**config.mk**
```make
export PLATFORM = sky130hd
export DESIGN_NAME = hazard_controller
export DESIGN_NICKNAME = d
export VERILOG_FILES = /design/src/rtl/hazard_controller.sv
export SDC_FILE = /design/constraint.sdc
export NUM_CORES = 1
export LEC_CHECK = 0
export CELL_PAD_IN_SITES_DETAIL_PLACEMENT = 0
export CELL_PAD_IN_SITES_GLOBAL_PLACEMENT = 1
export CORE_UTILIZATION = 35
export CTS_CLUSTER_SIZE = 30
export DETAILED_ROUTE_END_ITERATION = 8
export PLACE_DENSITY_LB_ADDON = 0.1
export SYNTH_ARGS = -nofsm -noshare
export SYNTH_HDL_FRONTEND = slang
export SYNTH_SLANG_ARGS = --single-unit
```
**constraint.sdc**
```tcl
create_clock -name clk -period 2.5 [get_ports clk]
set_input_delay 0.375 -clock clk [delete_from_list [all_inputs] [get_ports clk]]
set_output_delay 0.375 -clock clk [all_outputs]
set_load 0.02 [all_outputs]
```
**src/rtl/hazard_controller.sv**
```systemverilog
// Pipeline hazard controller: resolves memory stalls, taken branches and load-use
// hazards into per-stage freeze/flush/bubble controls, with stall and timeout tracking.
module hazard_controller #(
  parameter int TIMEOUT = 255,
  parameter bit FWD_EN  = 1'b1,
  parameter int CNT_W   = 16
) (
  input  logic             clk,
  input  logic             rst,
  input  logic             id_valid,
  input  logic [4:0]       id_src1,
  input  logic [4:0]       id_src2,
  input  logic             id_uses_src2,
  input  logic [4:0]       exe_dest,
  input  logic             exe_wb_en,
  input  logic             exe_mem_read,
  input  logic [4:0]       mem_dest,
  input  logic             mem_wb_en,
  input  logic             branch_taken,
  input  logic             mem_req,
  input  logic             mem_ready,
  output logic             pc_freeze,
  output logic             if_id_freeze,
  output logic             id_exe_freeze,
  output logic             exe_mem_freeze,
  output logic             if_id_flush,
  output logic             id_exe_bubble,
  output logic [CNT_W-1:0] stall_count,
  output logic             mem_timeout
);

  typedef enum logic {RUN, MEM_WAIT} state_t;

  localparam logic [16:0] TIMEOUT_L = 17'(TIMEOUT);

  state_t           state_reg, state_next;
  logic [15:0]      wait_cnt_reg, wait_cnt_next;
  logic [16:0]      wait_inc;
  logic             timeout_hit;
  logic [CNT_W-1:0] stall_count_reg;
  logic             mem_timeout_reg;

  logic raw_exe, raw_mem, load_use, mem_stall;

  // Register 0 is hardwired zero, so a write to it never creates a dependency.
  assign raw_exe = exe_wb_en && (exe_dest != 5'd0) && id_valid &&
                   ((exe_dest == id_src1) || (id_uses_src2 && (exe_dest == id_src2)));
  assign raw_mem = mem_wb_en && (mem_dest != 5'd0) && id_valid &&
                   ((mem_dest == id_src1) || (id_uses_src2 && (mem_dest == id_src2)));
  assign load_use  = FWD_EN ? (raw_exe && exe_mem_read) : (raw_exe || raw_mem);
  assign mem_stall = mem_req && !mem_ready;

  always_comb begin
    state_next     = RUN;
    pc_freeze      = 1'b0;
    if_id_freeze   = 1'b0;
    id_exe_freeze  = 1'b0;
    exe_mem_freeze = 1'b0;
    if_id_flush    = 1'b0;
    id_exe_bubble  = 1'b0;
    if (mem_stall) begin
      pc_freeze      = 1'b1;
      if_id_freeze   = 1'b1;
      id_exe_freeze  = 1'b1;
      exe_mem_freeze = 1'b1;
      state_next     = MEM_WAIT;
    end else if (branch_taken) begin
      if_id_flush   = 1'b1;
      id_exe_bubble = 1'b1;
    end else if (load_use) begin
      pc_freeze     = 1'b1;
      if_id_freeze  = 1'b1;
      id_exe_bubble = 1'b1;
    end
    // Reset overrides everything, even in the middle of a memory wait.
    if (!rst) begin
      pc_freeze      = 1'b0;
      if_id_freeze   = 1'b0;
      id_exe_freeze  = 1'b0;
      exe_mem_freeze = 1'b0;
      if_id_flush    = 1'b0;
      id_exe_bubble  = 1'b0;
      state_next     = RUN;
    end
  end

  always_comb begin
    wait_cnt_next = wait_cnt_reg;
    wait_inc      = {1'b0, wait_cnt_reg} + 17'd1;
    timeout_hit   = 1'b0;
    if (state_reg == RUN && mem_stall) begin
      wait_cnt_next = 16'd0;
    end else if (state_reg == MEM_WAIT && mem_stall) begin
      if (wait_cnt_reg != 16'hFFFF) wait_cnt_next = wait_inc[15:0];
      timeout_hit = (wait_inc >= TIMEOUT_L);
    end
  end

  always_ff @(posedge clk) begin
    if (!rst) begin
      state_reg       <= RUN;
      wait_cnt_reg    <= 16'd0;
      stall_count_reg <= '0;
      mem_timeout_reg <= 1'b0;
    end else begin
      state_reg    <= state_next;
      wait_cnt_reg <= wait_cnt_next;
      if (pc_freeze && stall_count_reg != {CNT_W{1'b1}})
        stall_count_reg <= stall_count_reg + CNT_W'(1);
      if (timeout_hit) mem_timeout_reg <= 1'b1;
    end
  end

  assign stall_count = stall_count_reg;
  assign mem_timeout = mem_timeout_reg;

endmodule

```
==> impl_metrics.yaml <==
floorplanning:
  start_util: 0.374
  die_x_um: 77.1
  num_rows: 26
  dieHeight_um: 77.1
  core_mm2: 0.00527
  boundaryPins: 53
  die_area_mm2: 0.00594
synthesis:
  synth_area_leader_cell: "dfxtp_1"
  synth_top_area_share: 0.345
  ys_ff_latch: 34
  ys_warn_count: 0
  syn_nets: 274
  synth-async-reset-ratio: 0
  syn-mean-instance-area_um2: 8.19
  ys_seq_area_frac: 0.345
  synthCells: 241
  syn-cell-area_mm2: 0.00197
  synthFlopType: "dfxtp_1"
  ys_types: 44
  synth_edf_count: 0
  yosys-top-cells-area: "dfxtp_1 34%, xnor2_1 7.1%, xor2_1 6.2%"
cells_and_area:
  fin_nets: 332
  drive_gt1_frac: 0.107
  postLayoutCoreUtil: 0.499
  layout_common_cells: "41 x clkdlybuf4s50_1, 34 x dfxtp_1, 27 x nor2_1"
  fillers: 535
  area_growth_pct: 33.4
  instances_no_fill: 369
  final_common_cell: "clkdlybuf4s50_1"
  diodes: 0
placement:
  pre_cts_slack_ns: -0.411
  dp_cells: 362
  dpl.hpwl_um: 3410
  port_buffers: 46
  place_congestion: 0.760
timing:
  hold_violations: 0
  rsz0062_at_grt: "no"
  max_freq_mhz: 414
  setup_ws_ns: 0.0819
  whs_ns: 0.486
  report.final.slew_viol_count: 0
  period_share: 0.967
  fin_crit_ns: 2.42
  tns_ns: 0
  slew_headroom: 0.674
  finClkSkew_ns: 0.00689
  setup_violations: 0
  worstMarginPinSlew_ns: 0.485
route:
  wl_um: 4760
  topRoutingLayerUsed: "met4"
  drc_errors: 0
  wl_per_cell_um: 12.9
  vias: 1890
  met3_length_um: 231
  met1Wirelength_um: 2530
  dr.pass1.iters: 4
  wl_met2_um: 1930
  avgViaCountPerCell: 5.12
  ant_nets: 0
  drt_iter0_drc: 78
critical_path:
  cp_slowest_cell: "or4_1"
  arrival_ns: 2.04
  r2r_start: "wait_cnt_reg[0]"
  worstPathRequired_ns: 2.12
  worstSetupPathType: "primary input to output pin"
  ff2ff_path_depth: 8
  crit_start: "exe_dest[3]"
  r2r-end: "wait_cnt_reg[15]"
  critPathLaunchType: "primary input"
  path_cells: "clkdlybuf4s50_1, or4_1, o2111ai_2, and2b_1, o211a_1, buf_2"
  reg2reg_slack_ns: 0.40
  endpoint_kind: "output pin"
  critPathBufInv: 2
  path_max_fanout: 2
  cpLargestDelayFamily: "simple AND/OR/NAND/NOR gates"
  cp_slowest_stage_delay_ns: 0.49
pwr:
  power_density_mw_per_mm2: 397
  power.leakage_uw: 0.000860
  vdd_ir_drop_max_mv: 0.255
worst_hold_path:
  holdPathEnd: "stall_count[5]"
  min_from: "stall_count[5]"
  hold_class: "register to register"
  whs_path_depth: 2
clock_tree:
  clk_latency_ns: 0.28
  cts_tree: "done"
  htreeDepth: 2
  path_clk_slew_ns: 0.07
  ctsRootBufferMaster: "clkbuf_8"
  clock-sinks: 34
  cts.path.max_buffers: 2
  numCtsBuffers: 5
global_routing:
  antenna_found_initial: 0
  gr-total-overflow: 0
  grt_pass1_vias: 1735
  grt_first_pass_wirelength_um: 8140
  grt.total_usage: 0.171
  grt_max_degree: 27
outcome:
  status: "finished clean"
run:
  max-cap-violations: 0
==> layer usage <==
| layer | vias up | GRT usage |
|---|---|---|
| li1 | 983 | - |
| met1 | 861 | 0.242 |
| met2 | 41 | 0.252 |
| met5 | - | 0 |
| met4 | 0 | 0.0585 |
| met3 | 5 | 0.0405 |
==> tightest hold or removal path, stage by stage, from the launching register on <==
cell	delay, ns
dfxtp_1	0.33
nand2_1	0.06
mux2i_1	0.05
==> timing repair <==
action                     in CTS  in global routing
resized for setup              13                  1
setup buffers                   0                  0
cloned                          0                  0
setup endpoints to repair       3                  2
hold buffers                    0                  0
pin swaps                       1                  1
==> cell families after synthesis <==
| logic type | Yosys count | share of synthesized area |
|---|---|---|
| and+or+nand+nor | 113 | 0.296 |
| buffers and inverters | 15 | 0.0418 |
| AOI/OAI and AO/OA | 42 | 0.145 |
| adders and majority gates | 3 | 0.0190 |
| muxes | 4 | 0.0203 |
| xor gates and xnor gates | 30 | 0.133 |
| DFF | 34 | 0.345 |
==> worst max-delay path by stage <==
stage                         end  cells past startpoint
CTS                     pc_freeze                      7
global route        id_exe_bubble                      6
floorplan               pc_freeze                      7
finish              id_exe_bubble                      6
global placement    id_exe_bubble                      6
detailed placement  id_exe_bubble                      6
==> per-stage QoR <==
step	instance area, um^2	power [uW]
after floorplan	1970	612
after global placement	2570	682
after detailed placement	2570	682
after CTS	2640	1070
after global routing	2630	1100
final	2630	1050
==> power breakdown <==
part           switching (uW)  internal, uW
Sequential               2.66           544
Combinational            53.1          66.7
Clock                     193           187
Total                     249           797
==> Yosys cell counts, types with 4 or more instances <==
master and number:
a21oi_1 13, dfxtp_1 34, inv_1 5, mux2i_1 4, nand2_1 24, nand2b_1 5
nand3_1 12, nand4_1 12, nor2_1 27, nor3_1 6, nor4_1 4, o21ai_0 5
o31ai_1 7, or4_1 8, xnor2_1 16, xor2_1 14
==> area by class of cell <==
| class | count | area [um^2] | area share |
|---|---|---|---|
| timing repair buffer | 61 | 556 | 0.211 |
| tap | 70 | 87.6 | 0.0333 |
| clock buffer | 5 | 68.8 | 0.0262 |
| clock inverter | 2 | 10.0 | 0.00380 |
| sequential | 34 | 681 | 0.259 |
| multi-input combinational | 192 | 1210 | 0.460 |
| inverter | 5 | 18.8 | 0.00713 |
(Power assumes the default switching activity.)
==> edit (same settings) <==
Change the parameter `FWD_EN` from 1'b1 to 1'b0.
--- a/src/rtl/hazard_controller.sv
+++ b/src/rtl/hazard_controller.sv
@@ -2,7 +2,7 @@
 // hazards into per-stage freeze/flush/bubble controls, with stall and timeout tracking.
 module hazard_controller #(
   parameter int TIMEOUT = 255,
-  parameter bit FWD_EN  = 1'b1,
+  parameter bit FWD_EN  = 1'b0,
   parameter int CNT_W   = 16
 ) (
   input  logic             clk,
Function: changed (Yosys sat finds a counterexample within 4 cycles, from zero or initial values and one cycle with rst low).
==> edit against the unedited design <==
Sequential cell count stayed put. Worst hold slack improved by 4.0 ps. Non-clock buffer count grew 15. Register-to-register slack better by 100 ps. Wire length increased by 1.5%. Synthesized area increased by 5.1%. Power is 20% higher. Final area increased by 12%. Setup slack better by 31 ps. Fmax up 1.3%.
==> edit: results (changes against the unedited design) <==
Drt
  • Drt via density: 4.913 (-4.1%)
  • Iter 0 DRT Violations: 89 (+14%)
  • Vias: 1975 (+4.5%)

Global route
  • Vias in the first global route: 1853 (+6.8%)
  • Largest net degree at the start of global routing: 18 (-33%)

Worst setup path
  • CP peak stage delay: 410 ps (-80 ps)
  • CP arrival: 2010 ps (-30 ps)
  • Worst R2R Setup Slack: 500 ps (+100 ps)
  • Crit path max-delay family: buffers and inverters
  • CP endpoint: pc_freeze
  • CP Launch Point: exe_dest[0]
  • Path depth of the worst reg2reg path: 9 (+1)
  • Crit-path slowest cell: clkdlybuf4s50_1

Place
  • Global placement routability congestion: 0.7477 (-1.6%)
  • IO Port Bufs: 51 (+11%)
  • Pre-CTS setup slack: -307.6 ps (+103.1 ps)
  • Placed Area: 0.002821 sq mm (+9.8%)

STA
  • Setup WS post-layout: 113.2 ps (+31.34 ps)
  • Max Clock Skew: 7.626 ps (+0.7313 ps)

Synthesis
  • Seq/Total Area, Yosys: 0.3281 (-0.01685)
  • Commonest cells post-synth: dfxtp_1 (34), nand2_1 (31), nor2_1 (24), xnor2_1 (24), nand3_1 (19)
  • Mapped Cells: 254 (+5.4%)
  • Unique cell type count in the Yosys netlist: 48 (+9.1%)
  • Area contributors post-synth: dfxtp_1 (33%), xnor2_1 (10%), nand2_1 (5.6%)

Pwr
  • Int Pwr: 0.0009709 W (+22%)
  • Leakage: 1.108 nW (+29%)
  • Pwr/cell area: 425.9 mW/mm^2 (+7.2%)
  • Total combinational power: 0.000188 W (+57%)

Outcome
  • Outcome: complete, no violations

Cells and area
  • Layout cells sized above 1: 0.1485 (+0.04146)
  • Count of nets after finishing: 363 (+9.3%)
edit: cell type report:
type                    instances  area (sq um)
fillers                       563          2669
multi-input cells             206          1334
inverters                       7         26.28
well taps                      72         90.09
repair buffers                 76         695.7
clock inverters                 1         30.03
flip-flops and latches         34         680.7
clock buffers                   6         82.58
edit: per-layer routing:
metal | track usage | up-vias | share of wire
met5 | 0 | - | 0
met4 | 0.04909 | 0 | 0.011
met3 | 0.03678 | 6 | 0.044
met2 | 0.2560 | 48 | 0.42
met1 | 0.2284 | 871 | 0.52
li1 | - | 1050 | -
edit: logic make-up after synthesis:
family,share of synthesized area
adder cells (fa/ha/maj),0.01810
AND/OR/NAND/NOR,0.2877
buffers and inverters,0.03498
XOR/XNOR,0.1351
flip-flops,0.3281
AO/OA/AOI/OAI,0.1526
multiplexers,0.04343
edit: timing repair:
action	CTS	global route
buffers inserted	0	1
endpoints found under the setup margin	3	6
gates resized for setup	12	3
gates cloned	0	0
pin swaps	0	1
